===== config.mk =====
export PLATFORM = sky130hd
export DESIGN_NAME = int_sequencer
export DESIGN_NICKNAME = d
export VERILOG_FILES = /design/src/rtl/cpu_pkg.sv /design/src/rtl/int_edge_latch.sv /design/src/rtl/int_sequencer.sv
export SDC_FILE = /design/constraint.sdc
export NUM_CORES = 1
export LEC_CHECK = 0
export CORE_UTILIZATION = 30
export DETAILED_ROUTE_END_ITERATION = 8
export PLACE_DENSITY_LB_ADDON = 0.2
export RECOVER_POWER = 50
export SETUP_SLACK_MARGIN = 0.5
export SLEW_MARGIN = 40
export SYNTH_ARGS = -nofsm -noshare
export SYNTH_HDL_FRONTEND = slang
export SYNTH_SLANG_ARGS = --single-unit

===== constraint.sdc =====
create_clock -name clk -period 2.7 [get_ports clk]
set_input_delay 0.675 -clock clk [delete_from_list [all_inputs] [get_ports clk]]
set_output_delay 0.675 -clock clk [all_outputs]
set_load 0.02 [all_outputs]

===== src/rtl/cpu_pkg.sv =====
// Shared definitions for the pipelined CPU: interrupt sequencer states,
// the RETI opcode, the service-routine vector and the opcode field bounds.
package cpu_pkg;

    typedef enum logic [2:0] {
        IDLE,
        DRAIN,
        VECTOR,
        ISR,
        RESTORE,
        RETURN
    } int_state_t;

    localparam logic [4:0] OPC_RETI    = 5'b11111;
    localparam logic [7:0] VECTOR_ADDR = 8'hF0;
    localparam int         OPC_HI      = 23;
    localparam int         OPC_LO      = 19;

endpackage


===== src/rtl/int_edge_latch.sv =====
// Registers the interrupt request and keeps a sticky pending flag set by a
// rising edge; a same-cycle set wins over clear.
module int_edge_latch (
    input  logic clk,
    input  logic reset,
    input  logic req,
    input  logic clr,
    output logic pending
);

    logic req_q;
    logic rise;

    assign rise = req & ~req_q;

    always_ff @(posedge clk) begin
        if (reset) begin
            req_q   <= 1'b0;
            pending <= 1'b0;
        end else begin
            req_q   <= req;
            pending <= rise | (pending & ~clr);
        end
    end

endmodule


===== src/rtl/int_sequencer.sv =====
// Interrupt sequencer: squashes the front end, drains EX/DM/WB, vectors to
// the service routine and, on RETI, drains again and resumes at the saved PC.
module int_sequencer #(
    parameter int                ADDR_W       = 8,
    parameter int                INS_W        = 24,
    parameter logic [ADDR_W-1:0] VECTOR_ADDR  = ADDR_W'(cpu_pkg::VECTOR_ADDR),
    parameter int                DRAIN_CYCLES = 3,
    parameter logic [4:0]        RETI_OPCODE  = cpu_pkg::OPC_RETI
) (
    input  logic              clk,
    input  logic              reset,
    input  logic              interrupt,
    input  logic              int_enable,
    input  logic [INS_W-1:0]  ins_id,
    input  logic              id_valid,
    input  logic [ADDR_W-1:0] id_pc,
    input  logic [ADDR_W-1:0] if_pc,
    output logic              stall_pc,
    output logic              flush_if_id,
    output logic              pc_load,
    output logic [ADDR_W-1:0] pc_load_addr,
    output logic [ADDR_W-1:0] epc,
    output logic              int_ack,
    output logic              in_isr
);

    import cpu_pkg::*;

    localparam int              CNT_W    = (DRAIN_CYCLES > 2) ? $clog2(DRAIN_CYCLES) : 1;
    localparam logic [CNT_W-1:0] CNT_LOAD = CNT_W'(DRAIN_CYCLES - 1);

    int_state_t       state, state_nxt;
    logic [CNT_W-1:0] cnt, cnt_nxt;
    logic             pending;
    logic             take;
    logic             reti;
    logic             clr_pending;
    logic             unused_ins;

    int_edge_latch u_edge (
        .clk     (clk),
        .reset   (reset),
        .req     (interrupt),
        .clr     (clr_pending),
        .pending (pending)
    );

    assign take        = pending & int_enable & (state == IDLE);
    assign reti        = (state == ISR) & id_valid & (ins_id[OPC_HI:OPC_LO] == RETI_OPCODE);
    assign clr_pending = (state == VECTOR);
    assign unused_ins  = ^ins_id;

    always_ff @(posedge clk) begin
        if (reset) begin
            state <= IDLE;
            cnt   <= '0;
            epc   <= '0;
        end else begin
            state <= state_nxt;
            cnt   <= cnt_nxt;
            // Resume at the ID instruction unless ID holds a bubble
            if (take) begin
                epc <= id_valid ? id_pc : if_pc;
            end
        end
    end

    always_comb begin
        state_nxt    = state;
        cnt_nxt      = cnt;
        stall_pc     = 1'b0;
        flush_if_id  = 1'b0;
        pc_load      = 1'b0;
        pc_load_addr = '0;
        int_ack      = 1'b0;
        in_isr       = 1'b0;
        case (state)
            IDLE: begin
                if (take) begin
                    stall_pc    = 1'b1;
                    flush_if_id = 1'b1;
                    cnt_nxt     = CNT_LOAD;
                    state_nxt   = DRAIN;
                end
            end
            DRAIN: begin
                stall_pc    = 1'b1;
                flush_if_id = 1'b1;
                if (cnt == '0) state_nxt = VECTOR;
                else           cnt_nxt   = cnt - CNT_W'(1);
            end
            VECTOR: begin
                pc_load      = 1'b1;
                pc_load_addr = VECTOR_ADDR;
                int_ack      = 1'b1;
                flush_if_id  = 1'b1;
                state_nxt    = ISR;
            end
            ISR: begin
                in_isr = 1'b1;
                // RETI itself never reaches EX
                if (reti) begin
                    stall_pc    = 1'b1;
                    flush_if_id = 1'b1;
                    cnt_nxt     = CNT_LOAD;
                    state_nxt   = RESTORE;
                end
            end
            RESTORE: begin
                in_isr      = 1'b1;
                stall_pc    = 1'b1;
                flush_if_id = 1'b1;
                if (cnt == '0) state_nxt = RETURN;
                else           cnt_nxt   = cnt - CNT_W'(1);
            end
            RETURN: begin
                pc_load      = 1'b1;
                pc_load_addr = epc;
                flush_if_id  = 1'b1;
                state_nxt    = IDLE;
            end
            default: state_nxt = IDLE;
        endcase
    end

endmodule


# Word-level counts from Yosys, hierarchy flattened
# Cells that the tools add are included.
[totals] latchBits=0 in_bits=45 rom_bits=0 memories=0 word_cells=53 ff_bits=15 mem_bits_rw=0
[classes] n_shift=0 n_reduce_logical=9 multipliers=0 muxes=18 n_div=0 n_eq_ne=11 addsub=1 magnitude_cmp=0 bitwise=9
[op_table] operator="$pmux 8 s2" n=1
[op_table] operator="$pmux 3 s5" n=1
[op_table] operator="$mux 3" n=4
[op_table] operator="$ne 2x2->1 const B" n=5
[op_table] operator="$mux 8" n=1
[op_table] operator="$reduce_and 4->1" n=2
[op_table] operator="$and 1x1->1" n=6
[op_table] operator="$eq 3x2->1 const B" n=2
[op_table] operator="$eq 3x3->1 const B" n=2
[op_table] operator="$mux 2" n=3
[op_table] operator="$pmux 1 s3" n=2
[op_table] operator="$pmux 2 s3" n=1
[op_table] operator="$reduce_or 2->1" n=3
[op_table] operator="$eq 5x5->1 const B" n=1
[op_table] operator="$mux 1" n=5
[op_table] operator="$reduce_or 4->1" n=1
[op_table] operator="$eq 3x1->1 const B" n=1
[op_table] operator="$logic_not 3->1" n=1
[op_table] operator="$reduce_bool 3->1" n=1
[op_table] operator="$logic_not 2->1" n=1
[op_table] operator="$not 1->1" n=2
[op_table] operator="$sub 2x1->2 const B" n=1
[op_table] operator="$or 1x1->1" n=1

# Depth between registers and ports, before layout
# Gate-level depths: netlist of run 1.
[logic_depth] word_depth=5 ltp_mapped=7

# Hierarchy
# Synthesis of run 1 repeated with hierarchy kept, for this count alone.
[unflattened] cells_unflattened=102 area_unflattened_um2=942.2
[modules_own_cells] mod="int_sequencer" cells_per_inst=96 instances=1 area_per_inst_um2=874.6
[modules_own_cells] mod="int_edge_latch" cells_per_inst=6 instances=1 area_per_inst_um2=67.6

# Worst setup path after synthesis of run 1
# OpenSTA, ideal clock, no wires.
[synth_path] kind="input -> output" from="in id_valid" to="out stall_pc" setup_slack_ns=0.080 t_arrival_ns=1.945 stages=4 path_cell_list="buf_4 > nand2_1 > or3_1 > a221oi_1"
[synth_via] elab_chain_len=4
[synth_lines] item="from (decl)" line="int_sequencer.sv:15" source="input logic id_valid,"
[synth_lines] item="$and 1x1->1 (2 in series)" line="int_sequencer.sv:49" source="assign reti = (state == ISR) & id_valid & (ins_id[OPC_HI:OPC_LO] == RETI_OPCODE);"
[synth_lines] item="$mux 1" line="int_sequencer.sv:102" source="if (reti) begin"
[synth_lines] item="$pmux 1 s3" line="int_sequencer.sv:77" source="case (state)"
[synth_lines] item="to (decl)" line="int_sequencer.sv:18" source="output logic stall_pc,"
# No other way between the ends.

# Worst setup path after layout of run 1
[layout_path] from="in ins_id[22]" to="out flush_if_id"
[layout_via] elab_chain_len=4
[layout_lines] item="from (decl)" line="int_sequencer.sv:14" source="input logic [INS_W-1:0] ins_id,"
[layout_lines] item="$eq 5x5->1" line="int_sequencer.sv:49"
[layout_lines] item="$and 1x1->1" line="int_sequencer.sv:49"
[layout_lines] item="$mux 1" line="int_sequencer.sv:102"
[layout_lines] item="$pmux 1 s3" line="int_sequencer.sv:77"
[layout_lines] item="to (decl)" line="int_sequencer.sv:19" source="output logic flush_if_id,"
# No other way between the ends.

==> results by group, run 1 <==
Hold path
  • Hold_sp: u_edge.pending$_SDFF_PP0_
  • Hold Path Depth: 2
  • Worst Hold Path EP: u_edge.pending$_SDFF_PP0_
  • HP Class: flop to flop

Floorplanning
  • Site Rows: 19
  • Initial core utilization: 0.3172
  • Die width: ~56 um
  • I/O pins: 66
  • Die H: approximately 56 um
  • Core Region: between 2000 and 3000 um^2
  • Die area: ~3100 um^2

Power
  • Sw Share: 0.3368
  • Comb power frac: 0.448
  • Overall power: 0.6885 mW
  • Power Dens Cells: 437.1 nW/um^2
  • Pint: 0.4566 mW
  • Net switching power: 0.2319 mW
  • Sequential power share: 0.367
  • Maximum vdd ir drop: 0.0003123 V
  • P_leak: 0.7214 nW
  • Clock network fraction of design power: 0.185

Global route
  • Number of global-route vias before repair: 939
  • Largest net degree at the start of global routing: 20
  • GRT Overall Usage: 0.1697
  • Total gr overflow: 0
  • Antenna violations before repair: 0
  • First-pass GRT wire length: roughly 4200 um

STA
  • Final min period: around 2400 ps
  • Fin crit share: 0.8923
  • Slew @ Worst Pin: 368.0 ps
  • Slew HR: 0.7546
  • Pins over their slew limit: 0
  • Worst hold slack: 497.3 ps
  • Setup TNS: 0 ps
  • Clock skew: 3.902 ps
  • Final setup viols: 0
  • Hold Vio Cnt, Final: 0
  • RSZ-0062 raised after global routing: true
  • Max Freq: 415.1 MHz

Clock tree
  • Cts hold-fix bufs: 0
  • Worst-Skew Late Latency: around 270 ps
  • Sink Count: 15
  • Inserted Clock Buffers: 3
  • Reg clk slew, reported paths: roughly 90 ps
  • H-tree lvl count: 1
  • CTS tree: built
  • Root buf cell: clkbuf_4
  • CTS Buffer Depth: 2

Yosys
  • Dominant cell type by area after synthesis: dfxtp_1
  • Syn Nets: 150
  • Most area-consuming cells after synthesis: dfxtp_1, mux2i_1, a211oi_1
  • Mapped Cells: 104
  • Cell variety after synth: 33
  • Sequential fraction of the synthesis area: 0.3433
  • YS warnings: 0
  • Area share of the largest cell type after synthesis: 0.3433
  • Post-synth design cell area: between 800 and 900 um^2
  • Mean Syn Cell Area: 8.410 um^2
  • #FFs+latches synth: 15

Setup path
  • Most Frequent Cell on Critical Path: buf_6
  • Crit Path Class: input pin to output pin
  • WP data arrival: between 1500 and 2000 ps
  • Peak fanout along the critical path: 3
  • Crit. End Element: output pin
  • Startpoint types: input pin
  • CP Cell Sequence: buf_6 -> nand2_1 -> or3_1 -> a21o_1 -> a21oi_4 -> buf_6
  • Slowest CP cell: or3_1
  • CP delay by family, top: simple AND/OR/NAND/NOR gates
  • Crit Reg-Reg Endpoint: cnt[0]$_SDFFE_PP0P_
  • Flop2flop setup slack: 1040 ps
  • Reg2reg path depth: 5
  • Critical R2R Launch: state[0]$_SDFFE_PP0P_
  • Buffer and inverter count on the worst path: 2
  • Worst Path Required: 2030 ps
  • Slowest stage delay, CP: approximately 460 ps

Drt
  • Total Wirelength: 2534 um
  • DRT antenna net count: 0
  • Total number of vias: about 1000
  • DRT Pass-1 Iters: 4
  • Avg WL per Cell: 12.54 um
  • Drt via density: between 4 and 5
  • Drt drc: 0
  • Initial DRC Count: 14

Cells and area
  • Commonest cells after routing, fill and taps aside: buf_4, clkdlybuf4s50_1, dfxtp_1
  • Fraction of layout instances using a drive strength above 1: 0.2807
  • Nets: 218
  • Most common cell after layout, fill and taps aside: buf_4
  • Finished Cell Area: roughly 1600 um^2
  • Synth-to-Final Area Change: 80.11%
  • Diode count: 0
  • Non-filler cells, final: 202

Run
  • Max Cap Violations: 0

Placement
  • Placer Congestion: 0.7636
  • Port Buffer Count: 46
  • Cell total after placement: about 180
  • Placed wire-length estimate: 1788 um
  • Placed inst area: 1449 um^2

Outcome
  • Run status: completed
worst max path at each step:
stage                     startpoint          end  depth (start not counted)
after floorplan             id_valid  flush_if_id                          5
after global placement      id_valid  flush_if_id                          6
after detailed placement  ins_id[20]  flush_if_id                          6
after CTS                 ins_id[19]  flush_if_id                          6
after global routing      ins_id[22]  flush_if_id                          6
final                     ins_id[22]  flush_if_id                          6
power by group through the flow:
stage | registers [mW] | logic (mW) | clock network [mW]
6_report | 0.253 | 0.308 | 0.127
5_1_grt | 0.256 | 0.332 | 0.145
4_1_cts | 0.253 | 0.309 | 0.133
3_5_place_dp | 0.259 | 0.302 | 0
3_3_place_gp | 0.258 | 0.297 | 0
2_1_floorplan | 0.269 | 0.163 | 0
worst register-to-register path, stage by stage (launching register included):
cell and delay, ps:
dfxtp_1 370, buf_4 210, nor2_2 70, and4b_4 280, or4_1 520, a21oi_1 150
routing by layer:
metal	part of all wire	global-route usage	up-vias
met4	0.015	0.04181	0
met5	0	0	-
met1	0.43	0.2098	455
li1	-	-	506
met2	0.50	0.2942	30
met3	0.053	0.04186	4
through the flow:
stage                     worst slack, ps  utilization
after floorplan                     470.3            -
after global placement             -499.0       0.5254
after detailed placement           -510.5       0.5254
after CTS                           320.9       0.5681
after global routing                242.8       0.5712
final                               290.9       0.5712
what timing repair did:
| item | in CTS | in global routing |
|---|---|---|
| endpoints found under the setup margin | 13 | 10 |
| pin swaps | 7 | 5 |
| gates resized for setup | 53 | 12 |
| endpoints found under the hold margin | 0 | 0 |
| setup buffers | 14 | 0 |
sequential cells by signal, indices dropped and copies added (netlist names):
register	flops
epc	8
state	3
cnt	2
u_edge.pending	1
u_edge.req_q	1
cells by family (layout without fill, tap and decap cells):
| family | count (synthesis) | count (layout) | share of synthesized area |
|---|---|---|---|
| simple gates | 42 | 42 | 0.2575 |
| fa+ha+maj | 1 | 1 | 0.01430 |
| xor+xnor | 1 | 1 | 0.01002 |
| buf+inv | 12 | 79 | 0.07867 |
| mux | 8 | 8 | 0.09156 |
| flops | 15 | 15 | 0.3433 |
| compound gates | 25 | 25 | 0.2046 |
cell type report:
cell class,instances,area (um^2)
Fill cell,251,1182
Timing Repair Buffer,71,624.3
Multi-Input combinational cell,77,566.8
Sequential cell,15,304.0
Tap cell,31,38.79
Clock buffer,4,26.28
Inverter,4,15.01
Yosys cell counts, drive strengths merged:
master,n
a2111oi,1
a211oi,9
a21o,5
a21oi,5
a221oi,1
a31o,1
and2,5
and3,1
and4b,1
buf,5
clkbuf,3
dfxtp,15
ha,1
inv,4
mux2i,8
nand2,7
nand2b,2
nand3b,1
nor2,13
nor2b,3
nor3,2
nor4,2
nor4b,1
o21ai,1
o21bai,1
o311a,1
or2,2
or3,1
or4,1
xnor2,1
No activity file was read; power rests on OpenSTA's default activity.
==> run 2: changes to the inputs <==
Settings changed: SKIP_CTS_REPAIR_TIMING set to 1.
==> run 2 against run 1 <==
  * Die area is the same
  * Clock skew is 3.2 ps lower
  * Worst setup slack got worse by 40 ps
  * Sequential share of layout area increased by 0.85 points
  * Sequential power about the same
  * Combinational power shrank 4%
  * Design area decreased by 4.2%
  * Critical path depth is the same
  * Flip-flop and latch count unchanged
==> results by group, run 2 (synthesis results as in run 1) <==
Outcome
  • Run status: completed (unchanged)

Drt
  • Total number of vias: 923 (was 995)
  • Drt drc: 0 (unchanged)
  • Total Wirelength: 2351 um (was 2534 um)
  • DRT antenna net count: 0 (unchanged)
  • Drt via density: 4.858 (was 4.926)
  • Avg WL per Cell: 12.37 um (was 12.54 um)
  • DRT Pass-1 Iters: 4 (unchanged)
  • Initial DRC Count: 23 (was 14)

Global route
  • GRT busiest layer: met2 (unchanged)
  • First-pass GRT wire length: 3884 um (was 4209 um)
  • GRT Overall Usage: 0.1570 (was 0.1697)
  • Number of global-route vias before repair: 879 (was 939)
  • Met1 Use GR: 0.1983 (was 0.2098)
  • Antenna violations before repair: 0 (unchanged)
  • Total gr overflow: 0 (unchanged)
  • Largest net degree at the start of global routing: 20 (unchanged)
  • GR Util met3: 0.04186 (unchanged)
  • Met2 Use GR: 0.2636 (was 0.2942)

Setup path
  • Crit. End Element: output pin (unchanged)
  • CP delay by family, top: simple AND/OR/NAND/NOR gates (unchanged)
  • Crit Reg-Reg Endpoint: cnt[0]$_SDFFE_PP0P_ (unchanged)
  • Slowest CP cell: or3_1 (unchanged)
  • Worst Path Required: 2030 ps (about the same)
  • Reg2reg path depth: 5 (unchanged)
  • Crit Path Class: input pin to output pin (unchanged)
  • Peak fanout along the critical path: 3 (unchanged)
  • Flop2flop setup slack: 540 ps (was 1040 ps)
  • Buffer and inverter count on the worst path: 2 (unchanged)
  • CP Cell Sequence: buf_8 -> nand2_1 -> or3_1 -> a21o_1 -> a21oi_4 -> buf_6 (was buf_6 -> nand2_1 -> or3_1 -> a21o_1 -> a21oi_4 -> buf_6)
  • WP data arrival: 1770 ps (was 1730 ps)
  • CP Launch Point: id_valid (was ins_id[22])
  • Startpoint types: input pin (unchanged)
  • Critical R2R Launch: state[0]$_SDFFE_PP0P_ (unchanged)
  • Slowest stage delay, CP: 460 ps (about the same)

STA
  • RSZ-0062 raised after global routing: true (unchanged)
  • Slew @ Worst Pin: 623.0 ps (was 368.0 ps)
  • Max Freq: 408.2 MHz (was 415.1 MHz)
  • Final setup viols: 0 (unchanged)
  • Final min period: 2450 ps (was 2409 ps)
  • Worst hold slack: 495.2 ps (was 497.3 ps)
  • Hold Vio Cnt, Final: 0 (unchanged)
  • Pins over their slew limit: 0 (unchanged)
  • Clock skew: 0.7193 ps (was 3.902 ps)
  • Fin crit share: 0.9072 (was 0.8923)
  • Slew HR: 0.5844 (was 0.7546)

Floorplanning
  • Site Rows: 19 (unchanged)
  • Initial core utilization: 0.3172 (unchanged)
  • Core Region: 2758 um^2 (unchanged)
  • Die area: 3135 um^2 (unchanged)
  • Die width: 56.00 um (unchanged)
  • Die H: 56.00 um (unchanged)
  • I/O pins: 66 (unchanged)

Cells and area
  • Synth-to-Final Area Change: 72.53% (was 80.11%)
  • Largest regs: epc (8), state (3), cnt (2) (unchanged)
  • Largest register by flop count: epc (unchanged)
  • Max reg flops: 8 (unchanged)
  • # fillers: 260 (was 251)
  • Sequential Area: 304.0 um^2 (unchanged)
  • Commonest cells after routing, fill and taps aside: clkdlybuf4s50_1, dfxtp_1, dlymetal6s2s_1 (was buf_4, clkdlybuf4s50_1, dfxtp_1)
  • Nets: 206 (was 218)
  • Finished Cell Area: 1509 um^2 (was 1575 um^2)
  • Most common cell after layout, fill and taps aside: clkdlybuf4s50_1 (was buf_4)
  • Fraction of layout instances using a drive strength above 1: 0.1950 (was 0.2807)
  • Area of the multi-input gates: 545.5 um^2 (was 566.8 um^2)
  • Diode count: 0 (unchanged)

Clock tree
  • Worst-Skew Late Latency: 270 ps (about the same)
  • Inserted Clock Buffers: 3 (unchanged)
  • CTS tree: built (unchanged)
  • Sink Count: 15 (unchanged)
  • CTS Buffer Depth: 2 (unchanged)
  • Root buf cell: clkbuf_4 (unchanged)
  • H-tree lvl count: 1 (unchanged)
  • Reg clk slew, reported paths: 90 ps (about the same)

Power
  • Power Dens Cells: 447.6 nW/um^2 (was 437.1 nW/um^2)
  • P_leak: 0.8297 nW (was 0.7214 nW)
  • Maximum vdd ir drop: 0.0003163 V (was 0.0003123 V)

Placement
  • Port Buffer Count: 46 (unchanged)
  • Placed inst area: 1449 um^2 (unchanged)
  • Placer Congestion: 0.7636 (unchanged)
  • Placed wire-length estimate: 1788 um (unchanged)

Hold path
  • Hold_sp: u_edge.pending$_SDFF_PP0_ (unchanged)
  • Worst Hold Path EP: u_edge.pending$_SDFF_PP0_ (unchanged)
  • Hold Path Depth: 2 (unchanged)
  • HP Class: flop to flop (unchanged)

Run
  • Max Cap Violations: 0 (unchanged)
==> run 2: cell types whose count changed in the layout (fill, tap and decap cells not counted), moves of 2 or more <==
cell	change
buf_4	-13
dlymetal6s2s_1	+13
dlygate4sd2_1	-6
clkdlybuf4s15_1	-4
buf_2	-2
clkdlybuf4s50_1	+2
dlygate4sd3_1	-2
nand2_2	+2
==> run 2: area by class of cell <==
class,instances,area share
Clock buffer,4,0.01741
Inverter,4,0.009950
Multi-Input combinational cell,77,0.3615
Sequential cell,15,0.2015
Tap cell,31,0.02570
Timing Repair Buffer,59,0.3839
==> run 2: worst register-to-register path, cell delays in order (launching register included) <==
cell and delay (ps):
dfxtp_1 370, clkbuf_1 460, nor2_2 110, and4b_1 430, or4_1 580, a21oi_1 150
==> run 2: how the worst max path moves through the flow <==
stage,to,cells after the start
2_1_floorplan,flush_if_id,5
3_3_place_gp,flush_if_id,6
3_5_place_dp,flush_if_id,6
4_1_cts,flush_if_id,6
5_1_grt,flush_if_id,6
6_report,flush_if_id,6
==> run 2: report_power, final <==
part           total, mW  switching, mW  internal (mW)  leakage (nW)
combinational      0.295          0.142          0.153         0.691
clock              0.127         0.0702         0.0572        0.0150
sequential         0.253         0.0130          0.240         0.124
==> run 2: metrics by stage <==
step	power, mW	TNS, ps	instances	setup WS (ps)	utilization
after floorplan	0.4326	0	104	470.3	-
after global placement	0.5551	-943.3	184	-499.0	0.5254
after detailed placement	0.5614	-962.8	184	-510.5	0.5254
after CTS	0.6907	-968.3	188	-514.4	0.5349
after global routing	0.7192	0	190	193.7	0.5472
final	0.6754	0	190	250.5	0.5472
==> run 2: layer usage <==
layer  up-vias  part of all wire  routed length, um
li1        481                 -                  -
met1       414              0.46               1078
met2        26              0.49               1143
met3         2             0.048                114
met4         0            0.0064                 15
met5         -                 0                  0
==> run 3: changes to the inputs <==
Settings changed: SYNTH_HIERARCHICAL set to 1.
==> run 3 against run 2 <==
  * Wire length is 5.2% higher
  * Synthesized area is 7.7% higher
  * Fmax is 11% higher
  * Total power is 1.7% higher
  * Sequential power is 3% higher
  * Design area is 3.1% higher
  * Clock skew is 0.52 ps higher
  * Final cell count is 3.7% higher
  * Clock power is 4% higher
  * Critical path type is now flop to output pin
  * Largest cell class is now multi-input combinational cells
  * Largest power group unchanged
==> results by group, run 3 <==
Outcome
  • Run status: completed (unchanged)

Yosys
  • Top-count cell post-synth: dfxtp_1 (unchanged)
  • Mean Syn Cell Area: 9.237 um^2 (was 8.410 um^2)
  • Area share of the largest cell type after synthesis: 0.3187 (was 0.3433)
  • Number of flops mapped to enable cells by yosys: 0 (unchanged)
  • Synth Flop Type: dfxtp_1 (unchanged)
  • YS warnings: 6 (was 0)
  • #FFs+latches synth: 15 (unchanged)
  • Syn Nets: 148 (was 150)
  • Post-synth design cell area: 942.2 um^2 (was 874.6 um^2)
  • Fraction of registers with async set/reset: 0 (unchanged)
  • Dominant cell type by area after synthesis: dfxtp_1 (unchanged)
  • Cell variety after synth: 33 (unchanged)
  • Most area-consuming cells after synthesis: dfxtp_1, mux2i_1, a211oi_1 (unchanged)
  • Sequential fraction of the synthesis area: 0.3187 (was 0.3433)
  • Commonest cells in the synthesized netlist: dfxtp_1, nor2_1, mux2i_1, a211oi_1, and2_1 (was dfxtp_1, nor2_1, a211oi_1, mux2i_1, nand2_1)
  • Mapped Cells: 102 (was 104)

Drt
  • DRT antenna net count: 0 (unchanged)
  • Initial DRC Count: 24 (was 23)
  • Drt drc: 0 (unchanged)
  • Total Wirelength: 2473 um (was 2351 um)
  • Avg WL per Cell: 12.55 um (was 12.37 um)
  • Drt via density: 4.726 (was 4.858)
  • Total number of vias: 931 (was 923)
  • DRT Pass-1 Iters: 3 (was 4)

STA
  • Hold Vio Cnt, Final: 0 (unchanged)
  • RSZ-0062 raised after global routing: true (unchanged)
  • Slew HR: 0.5467 (was 0.5844)
  • Setup TNS: 0 ps (unchanged)
  • Pins over their slew limit: 0 (unchanged)
  • Clock skew: 1.238 ps (was 0.7193 ps)
  • Max Freq: 453.4 MHz (was 408.2 MHz)
  • Slew @ Worst Pin: 677.7 ps (was 623.0 ps)
  • Final setup viols: 0 (unchanged)
  • Final min period: 2206 ps (was 2450 ps)
  • Worst hold slack: 472.5 ps (was 495.2 ps)
  • Fin crit share: 0.8169 (was 0.9072)

Hold path
  • HP Class: flop to flop (unchanged)
  • Hold Path Depth: 2 (unchanged)
  • Hold_sp: cnt[1]$_SDFFE_PP0P_ (was u_edge.pending$_SDFF_PP0_)
  • Worst Hold Path EP: cnt[1]$_SDFFE_PP0P_ (was u_edge.pending$_SDFF_PP0_)

Clock tree
  • Sink Count: 15 (unchanged)
  • Root buf cell: clkbuf_4 (unchanged)
  • Worst-Skew Late Latency: 280 ps (was 270 ps)
  • CTS tree: built (unchanged)
  • CTS Buffer Depth: 2 (unchanged)
  • Reg clk slew, reported paths: 90 ps (about the same)
  • H-tree lvl count: 1 (unchanged)
  • Inserted Clock Buffers: 3 (unchanged)

Setup path
  • Critical R2R Launch: state[1]$_SDFFE_PP0P_ (was state[0]$_SDFFE_PP0P_)
  • CP delay by family, top: simple AND/OR/NAND/NOR gates (unchanged)
  • Startpoint types: flop (was input pin)
  • Slowest CP cell: dfxtp_2 (was or3_1)
  • Worst Path Required: 2030 ps (about the same)
  • Flop2flop setup slack: 1030 ps (was 540 ps)
  • Cell count along the critical path: 5 (was 6)
  • Slowest stage delay, CP: 370 ps (was 460 ps)
  • Crit. End Element: output pin (unchanged)
  • Peak fanout along the critical path: 9 (was 3)
  • WP data arrival: 1530 ps (was 1770 ps)
  • CP Cell Sequence: nand2b_1 -> nor2_4 -> buf_4 -> a21o_1 -> dlymetal6s2s_1 (was buf_8 -> nand2_1 -> or3_1 -> a21o_1 -> a21oi_4 -> buf_6)
  • Crit Reg-Reg Endpoint: epc[1]$_SDFFE_PP0P_ (was cnt[0]$_SDFFE_PP0P_)
  • Crit Path Class: flop to output pin (was input pin to output pin)
  • Buffer and inverter count on the worst path: 2 (unchanged)
  • Reg2reg path depth: 5 (unchanged)

Global route
  • Number of global-route vias before repair: 888 (was 879)
  • Total gr overflow: 0 (unchanged)
  • Met2 Use GR: 0.2808 (was 0.2636)
  • Antenna violations before repair: 0 (unchanged)
  • Met1 Use GR: 0.1655 (was 0.1983)
  • First-pass GRT wire length: 3905 um (was 3884 um)
  • Largest net degree at the start of global routing: 17 (was 20)
  • GRT busiest layer: met2 (unchanged)
  • GRT Overall Usage: 0.1548 (was 0.1570)
  • GR Util met3: 0.06920 (was 0.04186)

Power
  • Power Dens Cells: 441.5 nW/um^2 (was 447.6 nW/um^2)
  • P_leak: 0.8476 nW (was 0.8297 nW)
  • Overall power: 0.6867 mW (was 0.6754 mW)
  • Maximum vdd ir drop: 0.0002460 V (was 0.0003163 V)

Cells and area
  • Diode count: 0 (unchanged)
  • # fillers: 260 (unchanged)
  • Nets: 202 (was 206)
  • Largest regs: epc (8), state (3), cnt (2) (unchanged)
  • Max reg flops: 8 (unchanged)
  • Synth-to-Final Area Change: 65.07% (was 72.53%)
  • Fraction of layout instances using a drive strength above 1: 0.2000 (was 0.1950)
  • Largest register by flop count: epc (unchanged)
  • Most common cell after layout, fill and taps aside: clkdlybuf4s50_1 (unchanged)
  • Finished Cell Area: 1555 um^2 (was 1509 um^2)
  • Commonest cells after routing, fill and taps aside: clkdlybuf4s50_1, dlymetal6s2s_1, nor2_1, dfxtp_1, buf_4 (was clkdlybuf4s50_1, dfxtp_1, dlymetal6s2s_1)

Placement
  • Placer Congestion: 0.7679 (was 0.7636)
  • Placed wire-length estimate: 1889 um (was 1788 um)
  • Port Buffer Count: 46 (unchanged)
  • Placed inst area: 1469 um^2 (was 1449 um^2)

Floorplanning
  • Die area: 3369 um^2 (was 3135 um^2)
  • Initial core utilization: 0.3275 (was 0.3172)
  • I/O pins: 66 (unchanged)
  • Site Rows: 19 (unchanged)
  • Core Region: 2877 um^2 (was 2758 um^2)
  • Die H: 58.04 um (was 56.00 um)
  • Die width: 58.04 um (was 56.00 um)

Run
  • Max Cap Violations: 0 (unchanged)
-- run 3: cell types whose count changed in the layout (fill, tap and decap cells not counted), sizes merged, moves of 3 or more --
cell	before	now
buf	15	12
clkbuf	9	4
dlymetal6s2s	13	17
nand2	7	4
-- run 3: worst max path at each step --
stage | start | end
after floorplan | id_valid | flush_if_id
after global placement | ins_id[23] | flush_if_id
after detailed placement | ins_id[23] | flush_if_id
after CTS | ins_id[23] | flush_if_id
after global routing | state[2]$_SDFFE_PP0P_ | pc_load_addr[5]
final | state[2]$_SDFFE_PP0P_ | pc_load_addr[5]
-- run 3: cell families (layout without fill, tap and decap cells) --
kind of cell             count (synthesis)  in the layout  synth area share
AND/OR/NAND/NOR                         39             39            0.2643
AO/OA/AOI/OAI                           28             28            0.2298
flip-flops                              15             15            0.3187
buffers and inverters                   10             63           0.07967
multiplexers                             8              8           0.08500
adder cells (fa/ha/maj)                  1              1           0.01328
XOR/XNOR                                 1              1          0.009298
-- run 3: final cells by class --
class	count	area (um^2)	share of cell area
timing repair buffer	56	571.8	0.3677
tap	42	52.55	0.03379
clock inverter	1	5.005	0.003218
inverter	3	11.26	0.007241
sequential	15	305.3	0.1963
multi-input combinational	77	586.8	0.3773
clock buffer	3	22.52	0.01448
-- run 3: metrics by stage --
stage                 util  instances  setup WS [ps]
finish              0.5407        197          494.5
floorplan                -        102          543.4
global placement    0.5107        192         -334.7
CTS                 0.5202        196         -363.0
detailed placement  0.5107        192         -362.1
global route        0.5407        197          402.5
-- run 3: worst register-to-register path, stage by stage (launching register included) --
cell	delay [ps]
dfxtp_1	340
buf_6	160
nor2_1	180
and4b_1	600
nor2_1	80
a211oi_1	220
-- run 3: per-layer routing --
layer | vias to the layer above | part of all wire | wire length, um
met5 | - | 0 | 0
met4 | 0 | 0.0053 | 13
met3 | 2 | 0.069 | 170
met2 | 26 | 0.54 | 1326
met1 | 430 | 0.39 | 963
li1 | 473 | - | -
-- run 3: where the power goes --
part / internal [mW] / leakage [nW] / switching [mW]
Clock: 0.0551 / 0.0177 / 0.0766
Sequential: 0.242 / 0.124 / 0.0191
Combinational: 0.151 / 0.706 / 0.143
